[src/rtl/loader_pkg.sv]
// Shared state encoding, stream constants and address helper for the instruction-memory loader.
package loader_pkg;

    typedef enum logic [2:0] {
        HDR   = 3'd0,
        DATA  = 3'd1,
        WRITE = 3'd2,
        CHK   = 3'd3,
        DONE  = 3'd4,
        ERR   = 3'd5
    } loaderState_e;

    localparam int unsigned HDR_BYTES  = 2;
    localparam int unsigned WORD_BYTES = 4;

    // Byte address of a word slot; wraps modulo 2^32.
    function automatic logic [31:0] wordAddr(input logic [31:0] base, input logic [15:0] idx);
        return base + {14'd0, idx, 2'b00};
    endfunction

endpackage

[src/rtl/word_packer.sv]
// Little-endian byte-to-word packer: every fourth accepted byte completes a 32-bit word.
module word_packer
    import loader_pkg::*;
(
    input  logic        clk,
    input  logic        reset,
    input  logic        clear,
    input  logic        byteValid,
    input  logic [7:0]  byteIn,
    output logic        wordComplete,
    output logic [31:0] word
);

    logic [1:0]  byteCntQ;
    logic [23:0] shiftQ;  // three most recent bytes, oldest in the low byte

    assign wordComplete = byteValid && (byteCntQ == 2'(WORD_BYTES - 1));
    assign word         = {byteIn, shiftQ};

    always_ff @(posedge clk or negedge reset) begin
        if (!reset) begin
            byteCntQ <= '0;
            shiftQ   <= '0;
        end else if (clear) begin
            byteCntQ <= '0;
            shiftQ   <= '0;
        end else if (byteValid) begin
            byteCntQ <= byteCntQ + 2'd1;
            shiftQ   <= {byteIn, shiftQ[23:8]};
        end
    end

endmodule

[src/rtl/imem_loader.sv]
// Boot loader: writes a counted byte stream into instruction memory and holds the core in reset
// until the image is complete. Define LOADER_CHECKSUM_EN to expect a trailing XOR checksum byte.
module imem_loader
    import loader_pkg::*;
#(
    parameter logic [31:0] BASE_ADDR = 32'h0000_0000,
    parameter int unsigned MAX_WORDS = 64
) (
    input  logic        clk,
    input  logic        reset,
    input  logic [7:0]  rx_data,
    input  logic        rx_valid,
    output logic        rx_ready,
    input  logic        reload,
    output logic        InstrWrite,
    output logic [31:0] WriteInst,
    output logic [31:0] WriteAdress,
    output logic        core_reset,
    output logic        done,
    output logic        err
);

`ifdef LOADER_CHECKSUM_EN
    localparam loaderState_e TAIL_STATE = CHK;
`else
    localparam loaderState_e TAIL_STATE = DONE;
`endif

    loaderState_e stateQ, stateD;
    logic         hdrCntQ;
    logic [7:0]   countLoQ;
    logic [15:0]  countQ;
    logic [15:0]  wordIdxQ;
    logic [31:0]  instQ;
    logic [31:0]  addrQ;
    logic         accept, dataAccept, restart, lastWord, wordComplete;
    logic [15:0]  hdrCount;
    logic [31:0]  packedWord;
`ifdef LOADER_CHECKSUM_EN
    logic [7:0]   xorQ;
`endif

    assign rx_ready   = (stateQ == HDR) || (stateQ == DATA) || (stateQ == CHK);
    assign accept     = rx_valid && rx_ready;
    assign dataAccept = accept && (stateQ == DATA);
    assign restart    = reload && ((stateQ == DONE) || (stateQ == ERR));
    assign hdrCount   = {rx_data, countLoQ};
    assign lastWord   = (wordIdxQ + 16'd1) == countQ;

    assign InstrWrite  = stateQ == WRITE;
    assign WriteInst   = instQ;
    assign WriteAdress = addrQ;
    assign done        = stateQ == DONE;
    assign err         = stateQ == ERR;
    assign core_reset  = stateQ != DONE;

    word_packer uPacker (
        .clk          (clk),
        .reset        (reset),
        .clear        (restart),
        .byteValid    (dataAccept),
        .byteIn       (rx_data),
        .wordComplete (wordComplete),
        .word         (packedWord)
    );

    always_comb begin
        stateD = stateQ;
        unique case (stateQ)
            HDR: begin
                if (accept && hdrCntQ == 1'(HDR_BYTES - 1)) begin
                    if (32'(hdrCount) > MAX_WORDS) stateD = ERR;
                    else if (hdrCount == 16'd0)    stateD = TAIL_STATE;
                    else                           stateD = DATA;
                end
            end
            DATA:  if (wordComplete) stateD = WRITE;
            WRITE: stateD = lastWord ? TAIL_STATE : DATA;
`ifdef LOADER_CHECKSUM_EN
            CHK:   if (accept) stateD = (rx_data == xorQ) ? DONE : ERR;
`endif
            DONE, ERR: if (reload) stateD = HDR;
            default: stateD = HDR;
        endcase
    end

    always_ff @(posedge clk or negedge reset) begin
        if (!reset) begin
            stateQ   <= HDR;
            hdrCntQ  <= 1'b0;
            countLoQ <= '0;
            countQ   <= '0;
            wordIdxQ <= '0;
            instQ    <= '0;
            addrQ    <= BASE_ADDR;
`ifdef LOADER_CHECKSUM_EN
            xorQ     <= '0;
`endif
        end else begin
            stateQ <= stateD;
            if (restart) begin
                hdrCntQ  <= 1'b0;
                wordIdxQ <= '0;
`ifdef LOADER_CHECKSUM_EN
                xorQ     <= '0;
`endif
            end
            if (accept && stateQ == HDR) begin
                if (hdrCntQ == 1'(HDR_BYTES - 1)) begin
                    countQ  <= hdrCount;
                    hdrCntQ <= 1'b0;
                end else begin
                    countLoQ <= rx_data;
                    hdrCntQ  <= 1'b1;
                end
            end
            // Word and address are captured with the 4th byte so they are stable during WRITE.
            if (wordComplete) begin
                instQ <= packedWord;
                addrQ <= wordAddr(BASE_ADDR, wordIdxQ);
            end
            if (stateQ == WRITE) wordIdxQ <= wordIdxQ + 16'd1;
`ifdef LOADER_CHECKSUM_EN
            if (accept && (stateQ == HDR || stateQ == DATA)) xorQ <= xorQ ^ rx_data;
`endif
        end
    end

endmodule

[config.mk]
export PLATFORM = sky130hd
export DESIGN_NAME = imem_loader
export DESIGN_NICKNAME = d
export VERILOG_FILES = /design/src/rtl/loader_pkg.sv /design/src/rtl/word_packer.sv /design/src/rtl/imem_loader.sv
export SDC_FILE = /design/constraint.sdc
export NUM_CORES = 1
export LEC_CHECK = 0
export ABC_AREA = 1
export CAP_MARGIN = 10
export CORE_MARGIN = 2
export CORE_UTILIZATION = 55
export CTS_CLUSTER_DIAMETER = 50
export DETAILED_ROUTE_END_ITERATION = 7
export GPL_TIMING_DRIVEN = 0
export PLACE_DENSITY_LB_ADDON = 0.3
export SYNTH_ARGS = -nofsm -noshare
export SYNTH_HDL_FRONTEND = slang
export SYNTH_HIERARCHICAL = 1
export SYNTH_SLANG_ARGS = --single-unit
[constraint.sdc]
create_clock -name clk -period 3.1 [get_ports clk]
set_input_delay 0.31 -clock clk [delete_from_list [all_inputs] [get_ports clk]]
set_output_delay 0.31 -clock clk [all_outputs]
set_load 0.01 [all_outputs]
# After elaboration in Yosys (flattened, before gate mapping)
# Index checks and enable logic that the tools add are counted.
# totals
regBits,118
in_bits,12
out_inout_bits,69
elab_cells,58
# op_classes
n_addsub,2
order_cmp,1
n_eq_ne,11
n_mux,16
bitwise,1
n_reduce_logical,18
# op_table
cell,n
$mux W24,2
$mux W16,2
$mux W3,6
$add A16 B1 Y16 const B,1
$eq A16 B16 Y1,1
$gt A16 B7 Y1 const B,1
$logic_not A16 Y1,1
$pmux W3 S4,1
$eq A3 B2 Y1 const B,2
$eq A3 B3 Y1 const B,2
$logic_and A1 B1 Y1,6
$reduce_bool A2 Y1,3
$mux W2,2
$ne A2 B1 Y1 const B,2
$reduce_and A2 Y1,2
$eq A3 B1 Y1 const B,1
$logic_not A3 Y1,1
$logic_or A1 B1 Y1,3
$mux W1,3
$ne A3 B3 Y1 const B,1
$reduce_and A3 Y1,1
$add A2 B1 Y2 const B,1
$eq A2 B2 Y1 const B,1
$ne A2 B2 Y1 const B,1
2 further kinds,2

# Logic depth before layout (Yosys ltp)
# depth
depth_word,8
mapped_depth,16
depth_no_buf,16

# Modules after synthesis
# Netlist, hierarchy kept.
# by_module_without_submodules
mod,n_inst,cells_per_inst,area_per_inst_um2,seq_area_each_um2
imem_loader,1,524,4548.1,2302.2
word_packer,1,125,1265.0,650.6

# Worst setup path after synthesis
# No wires, ideal clock.
# synth_path
kind,register to register
startpoint,register stateQ[2]
endpoint,"register instQ[25], in the netlist WriteInst[25]"
setup_ps,125
arrival_time_ps,2136
required_ps,2975
path_slack_ps,839
stages_incl_launch_ff,11
n_path_buf,4
period_less_slack_ps,2261
path_cell_list,dfrtp_1 -> inv_1 -> nand3_1 -> nor2_1 -> buf_6 -> buf_6 -> nand2_1 -> inv_1 -> clkbuf_1 -> clkbuf_1 -> mux2_2
# synth_via
elab_chain_len,6
elab_cells_between_ends,8
cone_classes,eq/ne (2); reduce/logical (6)
# synth_rtl
item,line,text
"start, declared",imem_loader.sv:29,"loaderState_e stateQ, stateD;"
"start signal, assigned",imem_loader.sv:100,stateQ <= stateD;
$eq A3 B1 Y1 / $logic_not A3 Y1 (equally long branches),"imem_loader.sv:43, imem_loader.sv:45",
$logic_or A1 B1 Y1 (2 in a row),imem_loader.sv:43,assign rx_ready = (stateQ == HDR) || (stateQ == DATA) || (stateQ == CHK);
$logic_and A1 B1 Y1,imem_loader.sv:44,assign accept = rx_valid && rx_ready;
$logic_and A1 B1 Y1 *,imem_loader.sv:45,assign dataAccept = accept && (stateQ == DATA);
via dataAccept,imem_loader.sv:36,"logic accept, dataAccept, restart, lastWord, wordComplete;"
$logic_and A1 B1 Y1 *,word_packer.sv:17,assign wordComplete = byteValid && (byteCntQ == 2'(WORD_BYTES - 1));
via wordComplete,imem_loader.sv:36,
"end signal, assigned",imem_loader.sv:119,instQ <= packedWord;
"end, declared",imem_loader.sv:34,logic [31:0] instQ;
# The timed path passes the listed nets; every way through them passes the cells marked *.
# A chain may end at the register's enable or synchronous reset.

# Worst setup path after layout
# layout_path
startpoint,register stateQ[2]
endpoint,"register addrQ[10], in the netlist WriteAdress[10]"
# layout_via
elab_chain_len,6
elab_cells_between_ends,8
cone_classes,eq/ne (2); reduce/logical (6)
# layout_rtl
item,line,text
$eq A3 B1 Y1 / $logic_not A3 Y1 (equally long branches),"imem_loader.sv:43, imem_loader.sv:45",
$logic_or A1 B1 Y1 (2 in a row),imem_loader.sv:43,
$logic_and A1 B1 Y1,imem_loader.sv:44,
$logic_and A1 B1 Y1 *,imem_loader.sv:45,
via dataAccept,imem_loader.sv:36,
$logic_and A1 B1 Y1 *,word_packer.sv:17,
via wordComplete,imem_loader.sv:36,
"end signal, assigned",imem_loader.sv:120,"addrQ <= wordAddr(BASE_ADDR, wordIdxQ);"
"end, declared",imem_loader.sv:35,logic [31:0] addrQ;
# Marks and branches as above.

==> results.json <==
{
  "fp.dieArea_um2": 11400,
  "leakage_uw": 0.00361,
  "synth.avg_cell_area_um2": 8.96,
  "ys_ff_latch": 118,
  "cts_made_buffers": 17,
  "maxCapViolations": 0,
  "drt_first_pass_iters": 5,
  "max_freq_ghz": 0.360,
  "drt-total-wl_um": 13800,
  "required_ns": 3.50,
  "rsz0062_at_grt": "no",
  "final_antenna_net_count": 0,
  "most-common-layout-cells": "nand2_1 (176), dfrtp_1 (118), clkdlybuf4s50_1 (63)",
  "cts_tree": "yes",
  "yosys.area_share.adder_pct": 0.430,
  "yosysWarnings": 6,
  "syn-cell-area_um2": 5810,
  "skew_ns": 0.00502,
  "yosys.area.top_type_share_pct": 50.8,
  "fin_crit_sh_pct": 89.6,
  "crit_chain": "inv_1 > nand3_1 > nor2_1 > buf_6 > buf_6 > nand2_1 > inv_1 > clkbuf_1 > clkbuf_2 > buf_2 > a21oi_1",
  "num_io_pins": 81,
  "hold_class": "input pin to async pin",
  "grt_pass1_wl_um": 22700,
  "rows": 37,
  "cts.sinks": 118,
  "viasPerCell": 5.25,
  "diodes": 0,
  "h-tree-depth": 4,
  "worst_skew_pair.late_latency_ns": 0.52,
  "start_util_pct": 56.6,
  "synth_compound_area_share_pct": 5.53,
  "die_x_um": 107,
  "place.detailed.hpwl_um": 9570,
  "drtIter0Drc": 292,
  "power_uw": 6840,
  "path_class": "register to register",
  "globalplace.congestion": 0.919,
  "synth_edf_count": 0,
  "ys_seq_area_share_pct": 50.8,
  "synth.distinct_cells": 31,
  "cts_root_buf": "clkbuf_8",
  "io_buffers": 64,
  "antenna_found_initial": 0,
  "max_stage_delay_ns": 0.47,
  "status": "completed",
  "synthSimpleGateAreaFrac_pct": 26.9,
  "drive_above_1_share_pct": 19.4,
  "grt_remaining_overflow": 0,
  "core_area_um2": 10300,
  "cts_setup_buffers": 0,
  "grt_max_degree": 81,
  "arrival_ns": 3.18,
  "final_common_cell": "nand2_1",
  "powerDensity_nw_per_um2": 931,
  "vdd_drop_max_uv": 648,
  "layout_min_cycle_time_ns": 2.78,
  "syn_inst": 649,
  "setup_viol": 0,
  "slew_headroom_pct": 58.8,
  "hold_violations": 0,
  "synthMuxAreaShare_pct": 6.20,
  "drc": 0,
  "vias": 4717,
  "synth_top_family_by_area": "simple AND/OR/NAND/NOR gates",
  "crit_fanout": 10,
  "drt-wirelength-per-cell_um": 15.3,
  "cts.clk_slew.worst_paths_ns": 0.06,
  "synth_top_cell_by_area": "dfrtp_1",
  "clock_path_buffers": 2,
  "hold_slack_ns": 0.260,
  "worst_slew_pin_slew_ns": 0.616,
  "chipHeight_um": 107,
  "grt_pass1_vias": 4693,
  "drv_slew": 0,
  "synthXorXnorAreaFrac_pct": 0.301,
  "endpoint_kind": "register",
  "synthArstFlopShare_pct": 100,
  "track_usage_pct": 25.9,
  "fin_nets": 763,
  "syn_to_final_growth_pct": 26.4,
  "ys_top_cells_by_area": "dfrtp_1 (51%), nand2_1 (11%), mux2_2 (6.2%), inv_1 (3.9%), nand3_2 (3.8%)",
  "crit_path_start_kind": "register",
  "synth_top_flop_cell": "dfrtp_1",
  "slowest_stage": "clkbuf_1"
}
[worst max-delay path, delay by kind of cell, from the launching register on]
family | cells | cell delay, ns
AO/OA/AOI/OAI | 1 | 0.10
buffers and inverters | 7 | 1.78
flip-flops | 1 | 0.42
AND/OR/NAND/NOR | 3 | 0.34
[path summary, 6_finish.rpt]
kind                                    from            endpoint  slack [ns]  depth (start not counted)
setup / recovery                   stateQ[2]     WriteAdress[10]        0.32                         11
hold / removal                         reset         wordIdxQ[6]        0.26                          2
setup reg to reg                   stateQ[2]     WriteAdress[10]        0.32                         11
hold reg to reg            uPacker/shiftQ[0]   uPacker/shiftQ[0]        0.47                          2
max in group asynchronous              reset   uPacker/shiftQ[6]        2.13                          3
min in group clk                  rx_data[6]  uPacker/shiftQ[22]        0.46                          3
[routing by layer]
layer | global-route usage [%] | routed length [um] | up-vias
met5 | 0 | 0 | -
met3 | 6.75 | 830 | 22
met4 | 10.4 | 261 | 0
met1 | 33.4 | 5990 | 2293
li1 | - | - | 2251
met2 | 41.9 | 6700 | 151
[area by class of cell]
cell class / instances / area (um^2)
Buffer: 44 / 322
Clock buffer: 20 / 425
Clock inverter: 12 / 203
Fill cell: 802 / 2930
Inverter: 65 / 246
Multi-Input combinational cell: 437 / 2350
Sequential cell: 118 / 2950
Tap cell: 136 / 170
Timing Repair Buffer: 66 / 679
[state kept, by name (all words and copies together), names as in the netlist]
name	flops
WriteInst	32
uPacker/shiftQ	24
WriteAdress	16
countQ	16
wordIdxQ	16
countLoQ	8
stateQ	3
uPacker/byteCntQ	2
hdrCntQ	1
[cells in the mapped netlist, types with 7 or more instances]
cell type	instances
o22ai_1	10
nor2_4	7
buf_4	24
dfrtp_1	118
o21ai_0	33
mux2_2	32
nand3_2	22
nand2_1	176
clkbuf_1	8
nand3b_1	7
buf_6	8
nor2_1	46
nand3_1	40
nand4_1	10
a21oi_1	17
inv_1	60
nand2_2	8
[kinds of logic after synthesis]
family,count (synthesis)
fa+ha+maj,2
flops,118
compound gates,61
xor+xnor,2
buf+inv,109
simple gates,324
other cells,1
mux,32
[report_power, final]
| part | switching, uW | internal, uW |
|---|---|---|
| Clock | 695 | 1390 |
| Sequential | 440 | 2080 |
| Combinational | 1260 | 979 |
[through the flow]
| stage | utilization [%] | setup slack (ns) | std cells | TNS [ns] | instance area, um^2 |
|---|---|---|---|---|---|
| floorplan | - | 0.839 | 664 | 0 | 5870 |
| global placement | 65.0 | -2.69 | 864 | -316.01 | 6680 |
| detailed placement | 65.3 | 0.0278 | 865 | 0 | 6710 |
| CTS | 71.5 | 0.102 | 898 | 0 | 7350 |
| global route | 71.5 | 0.159 | 898 | 0 | 7350 |
| finish | 71.5 | 0.321 | 898 | 0 | 7350 |
[timing repair]
action	4_1_cts	5_1_grt
hold endpoints to repair	38	0
hold buffers	1	0
setup endpoints to repair	0	17
gates resized for setup	0	2
Note: power is estimated with default switching activity, not from simulation.
